**src/rtl/fetch_queue.sv**
```systemverilog
// Show-ahead instruction fetch queue: buffers {pc, inst} pairs between fetch and
// dispatch, with a head entry that is always visible and a mispredict flush.
module fetch_queue #(
    parameter int DEPTH = 4,
    parameter int CW    = $clog2(DEPTH + 1)
) (
    input  logic          clk_i,
    input  logic          rst_ni,
    input  logic          flush_i,
    input  logic          enq_valid_i,
    input  logic [31:0]   enq_pc_i,
    input  logic [31:0]   enq_inst_i,
    output logic          enq_ready_o,
    output logic          deq_valid_o,
    input  logic          deq_ready_i,
    output logic [31:0]   deq_pc_o,
    output logic [31:0]   deq_pc4_o,
    output logic [31:0]   deq_inst_o,
    output logic [CW-1:0] count_o
);
    localparam int AW = $clog2(DEPTH);

    typedef struct packed {
        logic [31:0] pc;
        logic [31:0] inst;
    } entry_t;

    entry_t [DEPTH-1:0] mem_q;

    // Pointers carry one extra wrap bit so full and empty are distinguishable.
    logic [AW:0]   wr_ptr_q, wr_ptr_d;
    logic [AW:0]   rd_ptr_q, rd_ptr_d;
    logic [AW-1:0] wr_idx, rd_idx;
    logic [AW:0]   occ;
    logic          empty, full;
    logic          do_enq, do_deq;
    entry_t        head;

    assign wr_idx = wr_ptr_q[AW-1:0];
    assign rd_idx = rd_ptr_q[AW-1:0];
    assign empty  = (wr_ptr_q == rd_ptr_q);
    assign full   = (wr_idx == rd_idx) && (wr_ptr_q[AW] != rd_ptr_q[AW]);
    assign occ    = wr_ptr_q - rd_ptr_q;

    assign do_enq = enq_valid_i && !full;
    assign do_deq = deq_ready_i && !empty;

    always_comb begin
        wr_ptr_d = wr_ptr_q;
        rd_ptr_d = rd_ptr_q;
        if (flush_i) begin
            wr_ptr_d = '0;
            rd_ptr_d = '0;
        end else begin
            if (do_enq) wr_ptr_d = wr_ptr_q + 1'b1;
            if (do_deq) rd_ptr_d = rd_ptr_q + 1'b1;
        end
    end

    always_ff @(posedge clk_i or negedge rst_ni) begin
        if (!rst_ni) begin
            wr_ptr_q <= '0;
            rd_ptr_q <= '0;
        end else begin
            wr_ptr_q <= wr_ptr_d;
            rd_ptr_q <= rd_ptr_d;
        end
    end

    // Storage needs no reset: a slot is only read after it has been written.
    always_ff @(posedge clk_i) begin
        if (do_enq && !flush_i) begin
            mem_q[wr_idx].pc   <= enq_pc_i;
            mem_q[wr_idx].inst <= enq_inst_i;
        end
    end

    assign head        = empty ? '0 : mem_q[rd_idx];
    assign deq_pc_o    = head.pc;
    assign deq_inst_o  = head.inst;
    assign deq_pc4_o   = head.pc + 32'd4;
    assign enq_ready_o = !full;
    assign deq_valid_o = !empty;
    assign count_o     = CW'(occ);

endmodule

```
**config.mk**
```make
export PLATFORM = sky130hd
export DESIGN_NAME = fetch_queue
export DESIGN_NICKNAME = d
export VERILOG_FILES = /design/src/rtl/fetch_queue.sv
export SDC_FILE = /design/constraint.sdc
export NUM_CORES = 1
export LEC_CHECK = 0
export BUFFER_PORTS_ARGS = -buffer_cell sky130_fd_sc_hd__buf_2
export CORE_UTILIZATION = 64
export CTS_BUF_LIST = sky130_fd_sc_hd__clkbuf_8
export DETAILED_ROUTE_END_ITERATION = 7
export PLACE_DENSITY = 0.94
export SYNTH_ARGS = -nofsm -noshare
export SYNTH_HDL_FRONTEND = slang
export SYNTH_SLANG_ARGS = --single-unit
```
**constraint.sdc**
```tcl
create_clock -name clk_i -period 7.3 [get_ports clk_i]
set_input_delay 0.73 -clock clk_i [delete_from_list [all_inputs] [get_ports clk_i]]
set_output_delay 0.73 -clock clk_i [all_outputs]
set_load 0.02 [all_outputs]
```
==> results_dict.tcl, run 1 <==
set metrics [dict create \
    status "finished clean" \
    worstSetupEndpointType "output pin" \
    first_pass_iters 5 \
    synth_xor_area_frac 0.0256 \
    power_density_nw_per_um2 297 \
    swShare 0.310 \
    cts_sinks 262 \
    synth_nets 775 \
    cts_tree "built" \
    ant_nets 0 \
    yosysWarnings 0 \
    async_flop_share 0.0229 \
    place_ws_ns 2.10 \
    finClkSkew_ns 0.0213 \
    antenna_found_initial 5 \
    cap_violations 0 \
    drive_gt1_frac 0.326 \
    place_congestion 0.799 \
    cts_buffer_depth 3 \
    grt_usage 0.253 \
    die_h_um 137 \
    synth.top_cell.area_share 0.660 \
    grt_max_degree 69 \
    holdCritPathClass "in -> reg" \
    coreArea_um2 17500 \
    seq_power_share 0.436 \
    period_minus_slack_ns 5.79 \
    grt-ovfl-total 0 \
    routed_wl_um 23100 \
    die-area_um2 18700 \
    worstRegToRegCells 5 \
    yosysTopAreaCell "edfxtp_1" \
    io_pins 170 \
    cts_hold_buf 1 \
    slew_viol_final 0 \
    critPathKind "reg -> out" \
    post-dp-hpwl_um 14000 \
    switching_power_mw 1.24 \
    num_vias 6536 \
    fin_nets 958 \
    cts_inserted_buffers 40 \
    htreeDepth 2 \
    netlist_instances 697 \
    drc_errors 0 \
    avgSynthCellArea_um2 16.7 \
    arrival_ns 5.06 \
    synth-seq-cells 262 \
    yosys.area_share.simple 0.135 \
    via_per_inst 5.76 \
    hold_violations 0 \
    synth_area_um2 11600 \
    wl_per_cell_um 20.3 \
    numPortBuffers 169 \
    grt_pass1_wl_um 34400 \
    yosysSeqAreaShare 0.673 \
    critical_path_required_ns 6.57 \
    fin_crit_sh 0.793 \
    whs_path_depth 1 \
    postCtsResizedCells 0 \
    post_cts_buffers 0 \
    rsz0062_at_grt "false" \
    worst_pin_slew_ns 1.00 \
    start_util 0.664 \
    worst_setup_path_start_kind "flip-flop" \
    p_int_mw 2.76 \
    die_width_um 137 \
    clkSlewWorstSetupHoldPaths_ns 0.06 \
    cts_root_buf "clkbuf_8" \
    ir_drop_mv 0.251 \
    relSlewSlack 0.331 \
    synth_compound_area_frac 0.00612 \
    synth_mux_area_frac 0.128 \
    synth_top_family_by_area "simple AND/OR/NAND/NOR gates" \
    drt_iter0_markers 392 \
    fin_tns_setup_ns 0 \
    synth_edf_count 256 \
    p_comb_frac 0.276 \
    synth_fa_ha_area_frac 0.0103 \
    clkPwrFrac 0.288 \
    num_rows 48 \
    fmax_ghz 0.173 \
    syn2layout_area_growth_pct 15.4 \
    power_leakage_nw 5.06 \
    synth_cell_type_count 40 \
    synth_top_flop_cell "edfxtp_1" \
    grt_pass1_vias 6580 \
    finalSetupViolCount 0 \
    synthTopCellsByArea "edfxtp_1 (66%), and2_1 (10%), mux4_2 (9.9%)" \
    finalWorstSetupSlack_ns 1.51 \
    insertion_delay_ns 0.53 \
    critPathMaxFanout 62 \
]
flip-flops by register name, indices dropped and copies added, names as in the netlist:
| register | flops |
|---|---|
| mem_q | 256 |
| rd_ptr_q | 3 |
| wr_ptr_q | 3 |
layer usage:
layer | vias to the layer above | part of all wire | global-route usage
met4 | 8 | 0.020 | 0.0836
met5 | - | 0.0026 | 0
met3 | 42 | 0.082 | 0.0678
li1 | 2977 | - | -
met2 | 255 | 0.52 | 0.439
met1 | 3254 | 0.38 | 0.310
synthesized netlist by cell type, types with 3 or more instances:
cell,instances
and2_1,186
buf_2,7
buf_4,3
clkbuf_1,22
dfrtp_1,6
edfxtp_1,256
ha_1,8
inv_1,18
mux4_1,12
mux4_2,51
nand2_1,20
nand3_1,15
nand4_1,5
nor2_1,16
nor2b_1,3
nor3_1,3
nor3_2,3
o21ai_0,5
xnor2_1,18
xor2_1,16
layout make-up:
class	instances	area, µm²
Antenna cell	1	2.50
Clock buffer	41	564
Clock inverter	30	198
Fill cell	992	4100
Inverter	18	67.6
Multi-Input combinational cell	381	3570
Sequential cell	262	7840
Tap cell	225	282
Timing Repair Buffer	177	908
final timing paths:
path	slack [ns]	to	start
setup / recovery	1.51	deq_pc4_o[24]	rd_ptr_q[0]
max in group asynchronous	6.51	rd_ptr_q[1]	rst_ni
hold / removal	0.42	mem_q[56]	enq_pc_i[24]
setup reg to reg	4.32	mem_q[242]	rd_ptr_q[0]
min in group asynchronous	0.60	wr_ptr_q[2]	rst_ni
hold reg to reg	0.57	wr_ptr_q[2]	wr_ptr_q[2]
critical path, stage by stage, from the launching register on:
cell	delay [ns]
dfrtp_4	0.79
ha_1	0.37
nand2_1	0.29
nor2_1	0.14
inv_2	0.72
nand2_1	0.14
inv_1	0.12
ha_1	0.22
nor2b_1	0.17
a22oi_1	0.11
nor3b_2	0.39
nand4_1	0.33
nor3_1	0.34
xor2_1	0.19
buf_2	0.19
through the flow:
step            util  hold WS (ns)  cells  power (mW)  instance area, µm²
2_1_floorplan      -         0.434    697        2.55               11600
3_3_place_gp   0.722         0.543   1062        2.86               12700
3_5_place_dp   0.722         0.556   1062        2.88               12700
4_1_cts        0.766         0.393   1134        4.03               13400
5_1_grt        0.766         0.397   1134        4.17               13400
6_report       0.766         0.419   1135        4.00               13400
power groups by stage:
stage,logic (mW),registers (mW),clock network (mW)
finish,1.10,1.74,1.15
global route,1.19,1.75,1.23
CTS,1.11,1.74,1.17
detailed placement,1.11,1.77,0
global placement,1.09,1.77,0
floorplan,0.801,1.75,0
cells in the final DEF, fill, tap and decap left out, types with 3 or more instances in the layout:
cell	count
xnor2_1	18
clkbuf_8	41
buf_4	7
o21ai_0	5
nor3_1	3
and2_1	182
xor2_1	16
clkinv_2	5
ha_1	8
bufinv_16	3
edfxtp_1	256
dfrtp_1	4
nand3_1	15
and2_4	4
nand2_1	20
inv_1	26
nor2_1	16
buf_2	169
mux4_2	51
nor3_2	3
nor2b_1	3
mux4_1	12
nand4_1	5
clkinv_1	13
logic make-up (layout without fill, tap and decap cells):
| family | count (synthesis) | after routing |
|---|---|---|
| DFF | 262 | 262 |
| other | 0 | 1 |
| xor gates and xnor gates | 34 | 34 |
| AOI/OAI and AO/OA | 11 | 11 |
| muxes | 66 | 66 |
| adders and majority gates | 9 | 9 |
| and+or+nand+nor | 261 | 261 |
| buffers and inverters | 54 | 266 |
Note: power is estimated with default switching activity, not from simulation.
==> inputs of run 2 (changes only) <==
Settings changed: CORE_UTILIZATION 64 to 59, PLACE_DENSITY 0.94 to 0.88.
Clock period 7.3 ns to 5.82 ns, I/O delays scaled along.
==> run 2 against run 1 <==
Compared with the run above: clock skew down 0.00093 ns; wire length fell by 0.22%; sequential cell count did not move; sequential share of layout area decreased by 0.12 points; cell count up 4.0%; largest power group unchanged.
==> results_dict.tcl, run 2 (synthesized netlist as in run 1, its figures left out) <==
set metrics [dict create \
    numPortBuffers 169 \
    critPathMaxFanout 11 \
    wl_per_cell_um 19.5 \
    grt-ovfl-total 0 \
    status "finished clean" \
    start_util 0.600 \
    die_h_um 142 \
    cts_root_buf "clkbuf_8" \
    cts_sinks 262 \
    p_int_mw 3.38 \
    worst_pin_slew_ns 1.12 \
    num_rows 51 \
    largest_reg_flops 256 \
    final_common_cell "edfxtp_1" \
    top_regs "mem_q (256), rd_ptr_q (3), wr_ptr_q (3)" \
    antenna_found_initial 4 \
    drt_iter0_markers 373 \
    die-area_um2 20300 \
    postCtsResizedCells 0 \
    final_cell_mix "edfxtp_1 (256), and2_1 (182), buf_2 (169)" \
    rsz0062_at_grt "false" \
    fillCellCount 1311 \
    finClkSkew_ns 0.0203 \
    num_vias 6444 \
    fin_nets 961 \
    die_width_um 142 \
    grt_pass1_wl_um 35000 \
    place_congestion 0.800 \
    finalWorstSetupSlack_ns 1.00 \
    post-dp-hpwl_um 14000 \
    insertion_delay_ns 0.53 \
    ant_nets 0 \
    regMostFlops "mem_q" \
    fmax_ghz 0.208 \
    grt_usage 0.235 \
    place_ws_ns 1.58 \
    io_pins 170 \
    finalSetupViolCount 0 \
    routed_wl_um 23000 \
    drive_gt1_frac 0.328 \
    worst_hold_slack_ns 0.272 \
    whs_path_depth 1 \
    clkSlewWorstSetupHoldPaths_ns 0.06 \
    htreeDepth 2 \
    fin_tns_setup_ns 0 \
    cts_buffer_depth 3 \
    via_per_inst 5.46 \
    first_pass_iters 5 \
    grt_pass1_vias 6790 \
    arrival_ns 4.24 \
    regToRegSetupSlack_ns 3.07 \
    power_density_nw_per_um2 366 \
    p_total_mw 4.93 \
    cap_violations 0 \
    power_leakage_nw 5.07 \
    place_area_um2 12700 \
    hold_violations 0 \
    grt_max_degree 69 \
    drc_errors 0 \
    worstSetupEndpointType "output pin" \
    fin_crit_sh 0.828 \
    critPathKind "reg -> out" \
    coreArea_um2 19400 \
    switching_power_mw 1.55 \
    cts_inserted_buffers 42 \
    syn2layout_area_growth_pct 15.6 \
    p_comb_frac 0.287 \
    relSlewSlack 0.250 \
    cts_tree "built" \
    worst_setup_path_start_kind "flip-flop" \
    clkPwrFrac 0.277 \
    holdCritPathClass "in -> reg" \
    swShare 0.314 \
    seq_power_share 0.437 \
    ir_drop_mv 0.220 \
    period_minus_slack_ns 4.82 \
    slew_viol_final 0 \
    final_area_um2 13500 \
    critical_path_required_ns 5.24 \
    worstRegToRegCells 5 \
]
run 2: worst paths after layout:
kind,end,startpoint
worst max-delay path,deq_pc4_o[24],wr_ptr_q[2]
worst min-delay path,mem_q[32],enq_pc_i[0]
worst max register to register,mem_q[72],wr_ptr_q[2]
worst min register to register,wr_ptr_q[2],wr_ptr_q[2]
max in group asynchronous,rd_ptr_q[1],rst_ni
min in group asynchronous,rd_ptr_q[2],rst_ni
run 2: final cells by class:
class,instances,area (µm²),share of cell area
Antenna cell,6,15.0,0.00111
Clock buffer,45,619,0.0460
Clock inverter,25,103,0.00762
Inverter,18,67.6,0.00502
Multi-Input combinational cell,381,3570,0.265
Sequential cell,262,7850,0.583
Tap cell,265,332,0.0246
Timing Repair Buffer,178,916,0.0680
run 2: per-layer routing:
layer,wire (µm),global-route usage
met1,8690,0.271
met2,12200,0.428
met3,1780,0.0572
met4,319,0.0826
met5,0,0
run 2: per-stage QoR:
stage,utilization,std cells
floorplan,-,697
global placement,0.656,1103
detailed placement,0.656,1103
CTS,0.693,1174
global route,0.694,1175
finish,0.694,1180
run 2: timing repair:
action | 4_1_cts | 5_1_grt
hold endpoints to repair | 6 | 0
setup buffers | 0 | 0
hold buffers | 1 | 0
run 2: power by group through the flow:
stage / Clock, mW / Sequential, mW / Combinational, mW
3_5_place_dp: 0 / 2.19 / 1.42
2_1_floorplan: 0 / 2.19 / 1.01
6_report: 1.36 / 2.15 / 1.41
4_1_cts: 1.39 / 2.15 / 1.43
5_1_grt: 1.47 / 2.16 / 1.53
3_3_place_gp: 0 / 2.19 / 1.41
run 2: critical path: stages (launching register included):
cell and delay, ns:
dfrtp_1 0.40, xor2_1 0.89, nor2_1 0.28, inv_2 0.14, nand2_1 0.08, inv_1 0.08
ha_1 0.20, nor2b_1 0.15, a22oi_1 0.12, nor3b_2 0.37, nand4_1 0.26, nor3_1 0.39
xor2_1 0.16, buf_2 0.17
==> inputs of run 3 (changes only) <==
Settings changed: ABC_AREA set to 1, CORE_UTILIZATION 59 to 54, PLACE_DENSITY 0.88 to 0.84.
Clock period 5.82 ns to 4.3 ns, I/O delays scaled along.
==> run 3 against run 2 <==
Compared with the run above: sequential share of layout area fell by 5.8 points; core utilization fell by 6.5 points; largest cell class unchanged; sequential power rose by 36%; critical path type unchanged; synthesized cell count rose by 110%; combinational power rose by 90%; via count rose by 61%; highest routed layer is now met5.
==> results_dict.tcl, run 3 <==
set metrics [dict create \
    critPathMaxFanout 38 \
    wl_per_cell_um 16.2 \
    final_common_cell "nand2_1" \
    grt_usage 0.262 \
    cts_inserted_buffers 41 \
    fmax_ghz 0.251 \
    hold_violations 0 \
    clkPwrFrac 0.249 \
    coreArea_um2 23800 \
    synth_xor_area_frac 0.00995 \
    ir_drop_mv 0.313 \
    ant_nets 0 \
    finalWorstSetupSlack_ns 0.320 \
    synth.top_cell.area_share 0.582 \
    numPortBuffers 169 \
    worstSetupEndpointType "output pin" \
    grt-ovfl-total 0 \
    yosysTopAreaCell "edfxtp_1" \
    multi_input_area_um2 4070 \
    fillCellCount 1910 \
    fin_crit_sh 0.926 \
    place_congestion 0.932 \
    cts_buffer_depth 3 \
    synth_nets 1566 \
    route.met3.wl_um 2520 \
    period_minus_slack_ns 3.98 \
    htreeDepth 2 \
    drt_iter0_markers 1017 \
    worst_setup_path_start_kind "flip-flop" \
    die_width_um 158 \
    postCtsResizedCells 0 \
    slew_viol_final 0 \
    status "finished clean" \
    yosys.area_share.simple 0.239 \
    fin_tns_setup_ns 0 \
    p_comb_frac 0.358 \
    switching_power_mw 2.91 \
    relSlewSlack 0.340 \
    netlist_instances 1488 \
    grt_pass1_wl_um 50200 \
    synth_compound_area_frac 0.0473 \
    hp-start "enq_pc_i[24]" \
    antenna_found_initial 6 \
    syn2layout_area_growth_pct 13.3 \
    die-area_um2 25100 \
    post_cts_buffers 0 \
    start_util 0.556 \
    largest_reg_flops 256 \
    drive_gt1_frac 0.176 \
    finClkSkew_ns 0.0198 \
    regMostFlops "mem_q" \
    clkSlewWorstSetupHoldPaths_ns 0.06 \
    routed.top_layer "met5" \
    synth_area_um2 13200 \
    wl_met1_um 13000 \
    grt_max_degree 109 \
    critical_path_required_ns 3.87 \
    synth-seq-cells 262 \
    place_ws_ns 0.885 \
    holdCritPathClass "in -> reg" \
    swShare 0.390 \
    cts_sinks 262 \
    p_int_mw 4.56 \
    critPathKind "reg -> out" \
    synthTopCellsByArea "edfxtp_1 (58%), nand2_1 (12%), inv_1 (6.6%)" \
    num_vias 10393 \
    worst_pin_slew_ns 0.990 \
    async_flop_share 0.0229 \
    io_pins 170 \
    insertion_delay_ns 0.53 \
    synth_cell_type_count 31 \
    drc_errors 0 \
    post-dp-hpwl_um 19900 \
    yosysSeqAreaShare 0.594 \
    cts_tree "built" \
    arrival_ns 3.55 \
    seq_power_share 0.393 \
    cts_hold_buf 1 \
    final_cell_mix "nand2_1 (410), edfxtp_1 (256), inv_1 (248)" \
    cap_violations 0 \
    startpoint "rd_ptr_q[0]" \
    rsz0062_at_grt "false" \
    first_pass_iters 5 \
    register_area_um2 7840 \
    r2r-start "rd_ptr_q[0]" \
    via_per_inst 5.20 \
    routed_wl_um 32300 \
    die_h_um 158 \
    power_density_nw_per_um2 500 \
    synth.most_common_cell "nand2_1" \
    synth_top_flop_cell "edfxtp_1" \
    synth_commonest_cells "nand2_1 (410), edfxtp_1 (256), inv_1 (232), nor2_1 (216), nand3_1 (87)" \
    cts_root_buf "clkbuf_8" \
    top_regs "mem_q (256), rd_ptr_q (3), wr_ptr_q (3)" \
    synth_edf_count 256 \
    grt_pass1_vias 10050 \
    yosysWarnings 0 \
    met2_length_um 16100 \
    finalSetupViolCount 0 \
    utilization 0.629 \
    num_rows 56 \
    power_leakage_nw 7.22 \
    avgSynthCellArea_um2 8.87 \
    synth_top_family_by_area "simple AND/OR/NAND/NOR gates" \
    fin_nets 1723 \
    synth_mux_area_frac 0 \
    synth_fa_ha_area_frac 0.00910 \
]
## run 3: cell count changes in the layout (fill, tap and decap cells not counted), sizes merged, moves of 38 or more
cell / delta
nand2: +400
nor2: +225
inv: +222
and2: -187
nand3: +80
o21ai: +76
mux4: -63
a21oi: +38
## run 3: metal layers
metal,vias to the layer above,global-route usage
met4,4,0.0916
li1,5018,-
met1,4872,0.324
met2,439,0.462
met5,-,0
met3,60,0.0474
## run 3: path summary, 6_finish.rpt
| path | to | slack, ns | cells after the start |
|---|---|---|---|
| max | deq_pc4_o[16] | 0.32 | 13 |
| min | mem_q[56] | 0.12 | 1 |
| max reg2reg | mem_q[84] | 1.23 | 9 |
| min reg2reg | wr_ptr_q[2] | 0.56 | 2 |
| max in group asynchronous | rd_ptr_q[1] | 3.86 | 2 |
| min in group asynchronous | rd_ptr_q[0] | 0.27 | 2 |
## run 3: area by class of cell
| type | instances | share of cell area |
|---|---|---|
| clock buffers | 44 | 0.0405 |
| flip-flops and latches | 262 | 0.525 |
| well taps | 319 | 0.0267 |
| diodes | 4 | 0.000670 |
| clock inverters | 29 | 0.00804 |
| multi-input cells | 914 | 0.272 |
| repair buffers | 188 | 0.0671 |
| inverters | 238 | 0.0603 |
## run 3: cells by family after synthesis
family	after synthesis
xor+xnor	15
buf+inv	312
compound gates	123
fa+ha+maj	9
simple gates	767
flops	262
## run 3: power by group through the flow
stage / sequential [mW] / combinational, mW / clock (mW)
final: 2.93 / 2.68 / 1.86
after global routing: 2.94 / 2.93 / 1.99
after CTS: 2.93 / 2.67 / 1.90
after detailed placement: 2.99 / 2.66 / 0
after global placement: 2.98 / 2.62 / 0
after floorplan: 2.97 / 1.88 / 0
## run 3: per-stage QoR
step	power (mW)	hold slack [ns]	instances	area, µm²
3_5_place_dp	5.64	0.265	1920	14200
2_1_floorplan	4.85	0.134	1488	13200
6_report	7.47	0.120	1998	14900
4_1_cts	7.51	0.0863	1994	14900
5_1_grt	7.86	0.0961	1997	14900
3_3_place_gp	5.61	0.266	1920	14200
## run 3: worst max-delay path: stages (launching register included)
cell and delay, ns:
dfrtp_4 0.63, ha_1 0.35, nand2_1 0.07, inv_1 0.05, nand3_2 0.07, buf_4 0.39
nand3_1 0.27, inv_1 0.13, ha_1 0.23, nand3_2 0.19, nor2_2 0.23, nand2_1 0.09
xor2_1 0.12, buf_2 0.18
